`src/rtl/seq_det_pkg.sv`:
```
// Shared elaboration-time helpers for the programmable serial sequence detector:
// KMP next-state and self-overlap (failure) functions over a pattern of up to SEQ_LEN_MAX bits.
package seq_det_pkg;

  localparam int unsigned SEQ_LEN_MAX = 16;

  // Bit i of the pattern in arrival order (i = 0 is the first bit received).
  function automatic logic pbit(input logic [SEQ_LEN_MAX-1:0] pattern,
                                input int unsigned len,
                                input int unsigned i);
    logic [SEQ_LEN_MAX-1:0] sh;
    sh = pattern >> (len - 1 - i);
    return sh[0];
  endfunction

  // Next matched-prefix length after consuming b with k bits already matched.
  function automatic int unsigned seq_next(input logic [SEQ_LEN_MAX-1:0] pattern,
                                           input int unsigned len,
                                           input int unsigned k,
                                           input logic b);
    int unsigned res;
    logic        ok;
    logic        sb;
    res = 0;
    if (k < len) begin
      if (b == pbit(pattern, len, k)) begin
        res = k + 1;
      end else begin
        // Longest pattern prefix that ends the string (matched k bits, b); ascending keeps the longest.
        for (int unsigned j = 1; j <= k; j++) begin
          ok = 1'b1;
          for (int unsigned t = 0; t < j; t++) begin
            sb = ((k + 1 - j + t) == k) ? b : pbit(pattern, len, k + 1 - j + t);
            if (pbit(pattern, len, t) != sb) ok = 1'b0;
          end
          if (ok) res = j;
        end
      end
    end
    return res;
  endfunction

  // Longest proper prefix of the full pattern that is also its suffix.
  function automatic int unsigned seq_fail(input logic [SEQ_LEN_MAX-1:0] pattern,
                                           input int unsigned len);
    int unsigned res;
    logic        ok;
    res = 0;
    for (int unsigned j = 1; j < len; j++) begin
      ok = 1'b1;
      for (int unsigned t = 0; t < j; t++) begin
        if (pbit(pattern, len, t) != pbit(pattern, len, len - j + t)) ok = 1'b0;
      end
      if (ok) res = j;
    end
    return res;
  endfunction

endpackage

```
`src/rtl/seq_det_prog.sv`:
```
// Parametrised Moore serial sequence detector with run-time overlap/non-overlap selection.
// Optional saturating match counter on det_cnt when SEQ_DET_COUNT_EN is defined.
module seq_det_prog
  import seq_det_pkg::*;
#(
  parameter int unsigned        SEQ_LEN = 4,
  parameter logic [SEQ_LEN-1:0] PATTERN = 4'b1101
`ifdef SEQ_DET_COUNT_EN
  ,
  parameter int unsigned        CNT_W   = 8
`endif
) (
  input  logic             clk,
  input  logic             rst,
  input  logic             en,
  input  logic             x,
  input  logic             ovl,
  output logic             z
`ifdef SEQ_DET_COUNT_EN
  ,
  output logic [CNT_W-1:0] det_cnt
`endif
);

  localparam int unsigned     SW     = $clog2(SEQ_LEN + 1);
  localparam int unsigned     DEPTH  = 1 << SW;
  localparam logic [SW-1:0]   LAST   = SW'(SEQ_LEN);
  localparam logic [SW-1:0]   OVL_ST = SW'(seq_fail(SEQ_LEN_MAX'(PATTERN), SEQ_LEN));

  logic [SW-1:0] state;
  logic [SW-1:0] state_nxt;
  logic [SW-1:0] base;
  logic [SW-1:0] tbl0 [DEPTH];
  logic [SW-1:0] tbl1 [DEPTH];

  // Transition tables folded to constants at elaboration; entries at or above SEQ_LEN are 0.
  for (genvar k = 0; k < DEPTH; k++) begin : g_tbl
    assign tbl0[k] = SW'(seq_next(SEQ_LEN_MAX'(PATTERN), SEQ_LEN, k, 1'b0));
    assign tbl1[k] = SW'(seq_next(SEQ_LEN_MAX'(PATTERN), SEQ_LEN, k, 1'b1));
  end

  // Next state: a full match restarts from the overlap state or from zero, depending on ovl.
  always_comb begin
    state_nxt = state;
    base      = '0;
    if (en) begin
      if (state == LAST) base = ovl ? OVL_ST : '0;
      else               base = state;
      if (state > LAST) state_nxt = '0;
      else              state_nxt = x ? tbl1[base] : tbl0[base];
    end
  end

  always_ff @(posedge clk or posedge rst) begin
    if (rst) begin
      state <= '0;
      z     <= 1'b0;
    end else begin
      state <= state_nxt;
      z     <= (state_nxt == LAST);
    end
  end

`ifdef SEQ_DET_COUNT_EN
  always_ff @(posedge clk or posedge rst) begin
    if (rst) begin
      det_cnt <= '0;
    end else if (en && (state_nxt == LAST) && (det_cnt != '1)) begin
      det_cnt <= det_cnt + CNT_W'(1);
    end
  end
`endif

endmodule

```
`config.mk`:
```
export PLATFORM = sky130hd
export DESIGN_NAME = seq_det_prog
export DESIGN_NICKNAME = d
export VERILOG_FILES = /design/src/rtl/seq_det_pkg.sv /design/src/rtl/seq_det_prog.sv
export SDC_FILE = /design/constraint.sdc
export NUM_CORES = 1
export LEC_CHECK = 0
export ABC_AREA = 1
export CAP_MARGIN = 20
export CORE_AREA = 2 2 39 41
export CTS_CLUSTER_SIZE = 8
export DETAILED_ROUTE_END_ITERATION = 12
export DIE_AREA = 0 0 41 43
export PLACE_DENSITY = 0.35
export SLEW_MARGIN = 20
export SYNTH_ARGS = -nofsm -noshare
export SYNTH_HDL_FRONTEND = slang
export SYNTH_SLANG_ARGS = --single-unit
```
`constraint.sdc`:
```
create_clock -name clk -period 1.3 [get_ports clk]
set_input_delay 0.39 -clock clk [delete_from_list [all_inputs] [get_ports clk]]
set_output_delay 0.39 -clock clk [all_outputs]
set_load 0.02 [all_outputs]
```
# Word-level counts from Yosys, hierarchy flattened
# Memories as Yosys holds them, arrays and structs flattened.
# Index checks and enable logic that the tools add are counted.
[op_classes]
addsub = 0
multipliers = 0
div_mod_pow = 0
n_lt_le_gt_ge = 2
eq_ne = 2
n_shift = 0
mux = 10
n_bitwise = 1
reduce_logical = 0
[op_table]
columns = ["operator", "count"]
rows = [
  ["$mux W3", 9],
  ["$eq A3 B3 Y1 const B", 2],
  ["$ge A4 B4 Y1 const B", 1],
  ["$not A3 Y4", 1],
  ["$gt A3 B3 Y1 const B", 1],
  ["$mux W1", 1],
]
[word_totals]
reg_bits = 4
latch_bits = 0
mem_bits_rw = 0
romBits = 48
in_bits = 5
output_inout_bits = 1
elab_cells = 19
mem_count = 2
[memory_table]
columns = ["memory", "depth", "width", "rd", "rd_clocked_by_memory_dff", "wr", "line", "text"]
rows = [
  ["(name not given)", 8, 3, 1, 0, 0, "seq_det_prog.sv:50", "else state_nxt = x ? tbl1[base] : tbl0[base];"],
  ["(name not given)", 8, 3, 1, 0, 0, "seq_det_prog.sv:50", ""],
]

# Logic depth before layout (Yosys ltp)
# Gate-level depths: netlist of the first run.
[depth]
word_depth = 11
ltp_mapped = 10

# Worst setup path before layout of the first run
# OpenSTA, ideal clock, no wires.
[synth_timing]
path_type = "register to register"
startpoint = "register state[1]"
endpoint = "register z"
setup_ns = 0.115
arrival_time_ns = 1.151
path_slack_ns = 0.034
path_stages_with_launch = 11
path_buffers = 0
synth_period_minus_slack_ns = 1.266
path_cell_list = "dfrtp_1 -> inv_1 -> a31oi_1 -> ha_1 -> inv_1 -> nand2_1 -> nand2_1 -> nor2_1 -> nand2_1 -> nand3_1 -> nor2_1"
[synth_via]
elab_chain_cells = 11
elab_cells_between_ends = 15
classes_between = "order compare: 1; eq/ne: 2; mux: 9; bitwise: 1; memory: 2"
[synth_rtl]
columns = ["element", "line", "text"]
rows = [
  ["from (decl)", "seq_det_prog.sv:30", "logic [SW-1:0] state;"],
  ["from (signal assigned)", "seq_det_prog.sv:59", "state <= state_nxt;"],
  ["$eq A3 B3 Y1", "seq_det_prog.sv:47", "if (state == LAST) base = ovl ? OVL_ST : '0;"],
  ["$mux W3", "seq_det_prog.sv:47", ""],
  ["$mux W3", "seq_det_prog.sv:46", "if (en) begin"],
  ["$not A3 Y4 (not written as such)", "seq_det_prog.sv:50", ""],
  ["$mem_v2 Z8 W3", "n/a", ""],
  ["$mux W3 (not written as such) (2 in series)", "seq_det_prog.sv:50", ""],
  ["$mux W3", "seq_det_prog.sv:50", ""],
  ["$mux W3", "seq_det_prog.sv:49", "if (state > LAST) state_nxt = '0;"],
  ["$mux W3 (*)", "seq_det_prog.sv:46", ""],
  ["$eq A3 B3 Y1 (*)", "seq_det_prog.sv:60", "z <= (state_nxt == LAST);"],
  ["to (signal assigned)", "seq_det_prog.sv:60", ""],
  ["to (decl)", "seq_det_prog.sv:18", "output logic z"],
]
# Mark *: on every way between the ends. The rest lies on a longest branch, timed or not. The select of a mux whose other input is x is not followed.

# Worst setup path in the final report of the first run
[layout_timing]
startpoint = "register state[2]"
endpoint = "register z"
# Same word-level chain as after synthesis.

==> flow_metrics.tcl, run 1 <==
set metrics [dict create \
    status "complete, but fails checks" \
    violations "negative setup slack" \
    r2r_end "z" \
    core-area_um2 1380 \
    initial_core_util_pct 17.8 \
    worst_setup_path_start_kind "register" \
    overflow 0 \
    relSlewSlack_pct 86.6 \
    dp.cells 58 \
    track_usage_pct 8.06 \
    hold_class "primary input to async pin" \
    power.total_uw 486 \
    synth_cell_types 13 \
    die_h_um 43 \
    antenna_found_initial 0 \
    period_minus_slack_ns 1.32 \
    r2r_slack_ns -0.02 \
    die_w_um 41 \
    setup.worst_path.class "register to register" \
    layout-drive-gt1-share_pct 28.3 \
    first_global_vias 243 \
    io_buffers 5 \
    drv_cap 0 \
    synth_seq_cells 4 \
    fin_ws_ns -0.0179 \
    cts_num_sinks 4 \
    end_kind "register" \
    rsz0062_at_grt "true" \
    fp.dieArea_um2 1760 \
    syn_avg_cell_area_um2 7.25 \
    timing.final.crit_share_pct 101 \
    yosys.area.top_type_share_pct 40.6 \
    r2r_cells 9 \
    cts_tree "built" \
    cts-buffers-inserted 3 \
    final.setup.tns_ns -0.0179 \
    root_buffer "clkbuf_4" \
    hold_buffers 0 \
    finalNetCount 54 \
    tightest_slew_ns 0.202 \
    yosysTopAreaCell "dfrtp_1" \
    place_ws_ns -0.467 \
    synthesis.nets 40 \
    rr_startpoint "state[2]" \
    pwr_density_cell_nw_per_um2 1320 \
    p_leak_uw 0.000192 \
    wl_per_cell_um 8.95 \
    grt_pass1_wl_um 959 \
    fin_hold_ws_ns 0.337 \
    maxSlewViolCount 0 \
    drt_iter0_drc 2 \
    io_pins 6 \
    clock.fmax_mhz 759 \
    yosys_warnings 0 \
    drc_errors 0 \
    setup_viol 1 \
    grt_max_degree 5 \
    dp_hpwl_um 458 \
    ys_seq_area_share_pct 40.6 \
    wirelength_um 555 \
    finClkSkew_ns 0.00170 \
    synthCells 34 \
    cts_buffer_depth 2 \
    rows 14 \
    vias_per_cell 3.97 \
    synth_area_leaders "dfrtp_1 41%, nand2_1 14%, inv_1 9.1%" \
    arrival_ns 1.48 \
    critPathRequiredTime_ns 1.46 \
    fin_cells 62 \
    vias 246 \
    hold_violations 0 \
    cp_max_fo 2 \
    n_antenna_cell 0 \
    ant_nets 0 \
    h-tree-depth 1 \
    dr.pass1.iters 3 \
    clock_latency_ns 0.23 \
    clkTransAtPathRegs_ns 0.04 \
    max-vdd-ir-drop_v 0.000441 \
    syn-cell-area_um2 246 \
    gp_congestion 0.559 \
    syn2layout_area_growth_pct 49.7 \
]
[cell usage in the layout, fill, tap and decap left out]
master and count:
clkbuf_4 3, nand3_2 1, buf_4 4, nand3_1 2, dfrtp_1 4, nand2_2 1, nand2_1 9, clkdlybuf4s50_1 3
inv_2 2, ha_1 1, nor2_2 1, nor2_1 5, inv_1 5, nand3b_1 1, o21ai_2 1, clkdlybuf4s15_1 2
a31oi_1 1
[Yosys cell counts, drive strengths merged]
library cell   n
nand3b         1
a31oi          1
nand2         10
nand3          3
ha             1
inv            7
nor2           6
dfrtp          4
o21ai          1
[registers in the layout, summed over array words and instances (netlist names)]
| signal | flops |
|---|---|
| state | 3 |
| z | 1 |
[logic make-up (layout without fill, tap and decap cells)]
logic type                 Yosys count  in the layout  synth area share (%)
and+or+nand+nor                     20             20                  37.6
buffers and inverters                7             19                  10.7
DFF                                  4              4                  40.6
AOI/OAI and AO/OA                    2              2                  6.09
adders and majority gates            1              1                  5.08
[power by group]
group          internal, uW  leakage (uW)  switching, uW
registers               146     0.0000525           12.2
logic                  83.5      0.000125           95.4
clock network           103     0.0000138           46.2
total                   332      0.000192            154
[worst max-delay path by stage]
| stage | startpoint | endpoint | slack, ns |
|---|---|---|---|
| final | state[2] | z | -0.02 |
| after global routing | state[2] | z | -0.14 |
| after CTS | state[1] | z | -0.04 |
| after detailed placement | ovl | z | -0.47 |
| after global placement | ovl | z | -0.44 |
| after floorplan | state[1] | z | 0.03 |
[metal layers]
layer  part of all wire, %  routed length (um)  vias to the layer above  global-route usage [%]
met3                   5.2                  29                        0                    1.57
met1                    43                 237                      114                    10.1
met2                    52                 288                        4                    11.6
li1                      -                   -                      128                       -
met5                     0                   0                        -                       0
met4                     0                   0                        0                    6.00
[metrics by stage]
stage                     utilization [%]  cell area, um^2
after global placement               24.5              339
after global routing                 26.7              369
after floorplan                         -              246
after CTS                            25.9              359
final                                26.7              369
after detailed placement             24.5              339
[layout make-up]
cell class | instances | area, um^2
sequential | 4 | 100
tap | 16 | 20.0
fill | 153 | 1010
multi-input combinational | 23 | 120
clock buffer | 3 | 22.5
inverter | 7 | 26.3
timing repair buffer | 9 | 80.1
[worst max-delay path: stages, from the launching register on]
cell and delay (ns):
dfrtp_1 0.38, a31oi_1 0.18, ha_1 0.25, inv_1 0.06, nand2_1 0.05, nand2_1 0.05
nor2_1 0.04, nand2_1 0.08, nand3_1 0.07, nor2_1 0.09
[repair_timing]
action / 4_1_cts / 5_1_grt
gates resized for setup: 3 / 2
cloned: 0 / 0
setup buffers: 0 / 1
setup endpoints to repair: 4 / 3
pin swaps: 3 / 2
endpoints found under the hold margin: 0 / 0
(Power assumes the default switching activity.)
==> inputs of run 2 (changes only) <==
MAX_ROUTING_LAYER = met4   (was not set)
==> results of run 2 <==
Same layout as run 1: the final DEF is identical, and so are final timing and power.
Among the figures that moved: final weighted congestion in routability-driven placement 0.559 -> 0.562; overall routing resource usage 8.06% -> 8.26%
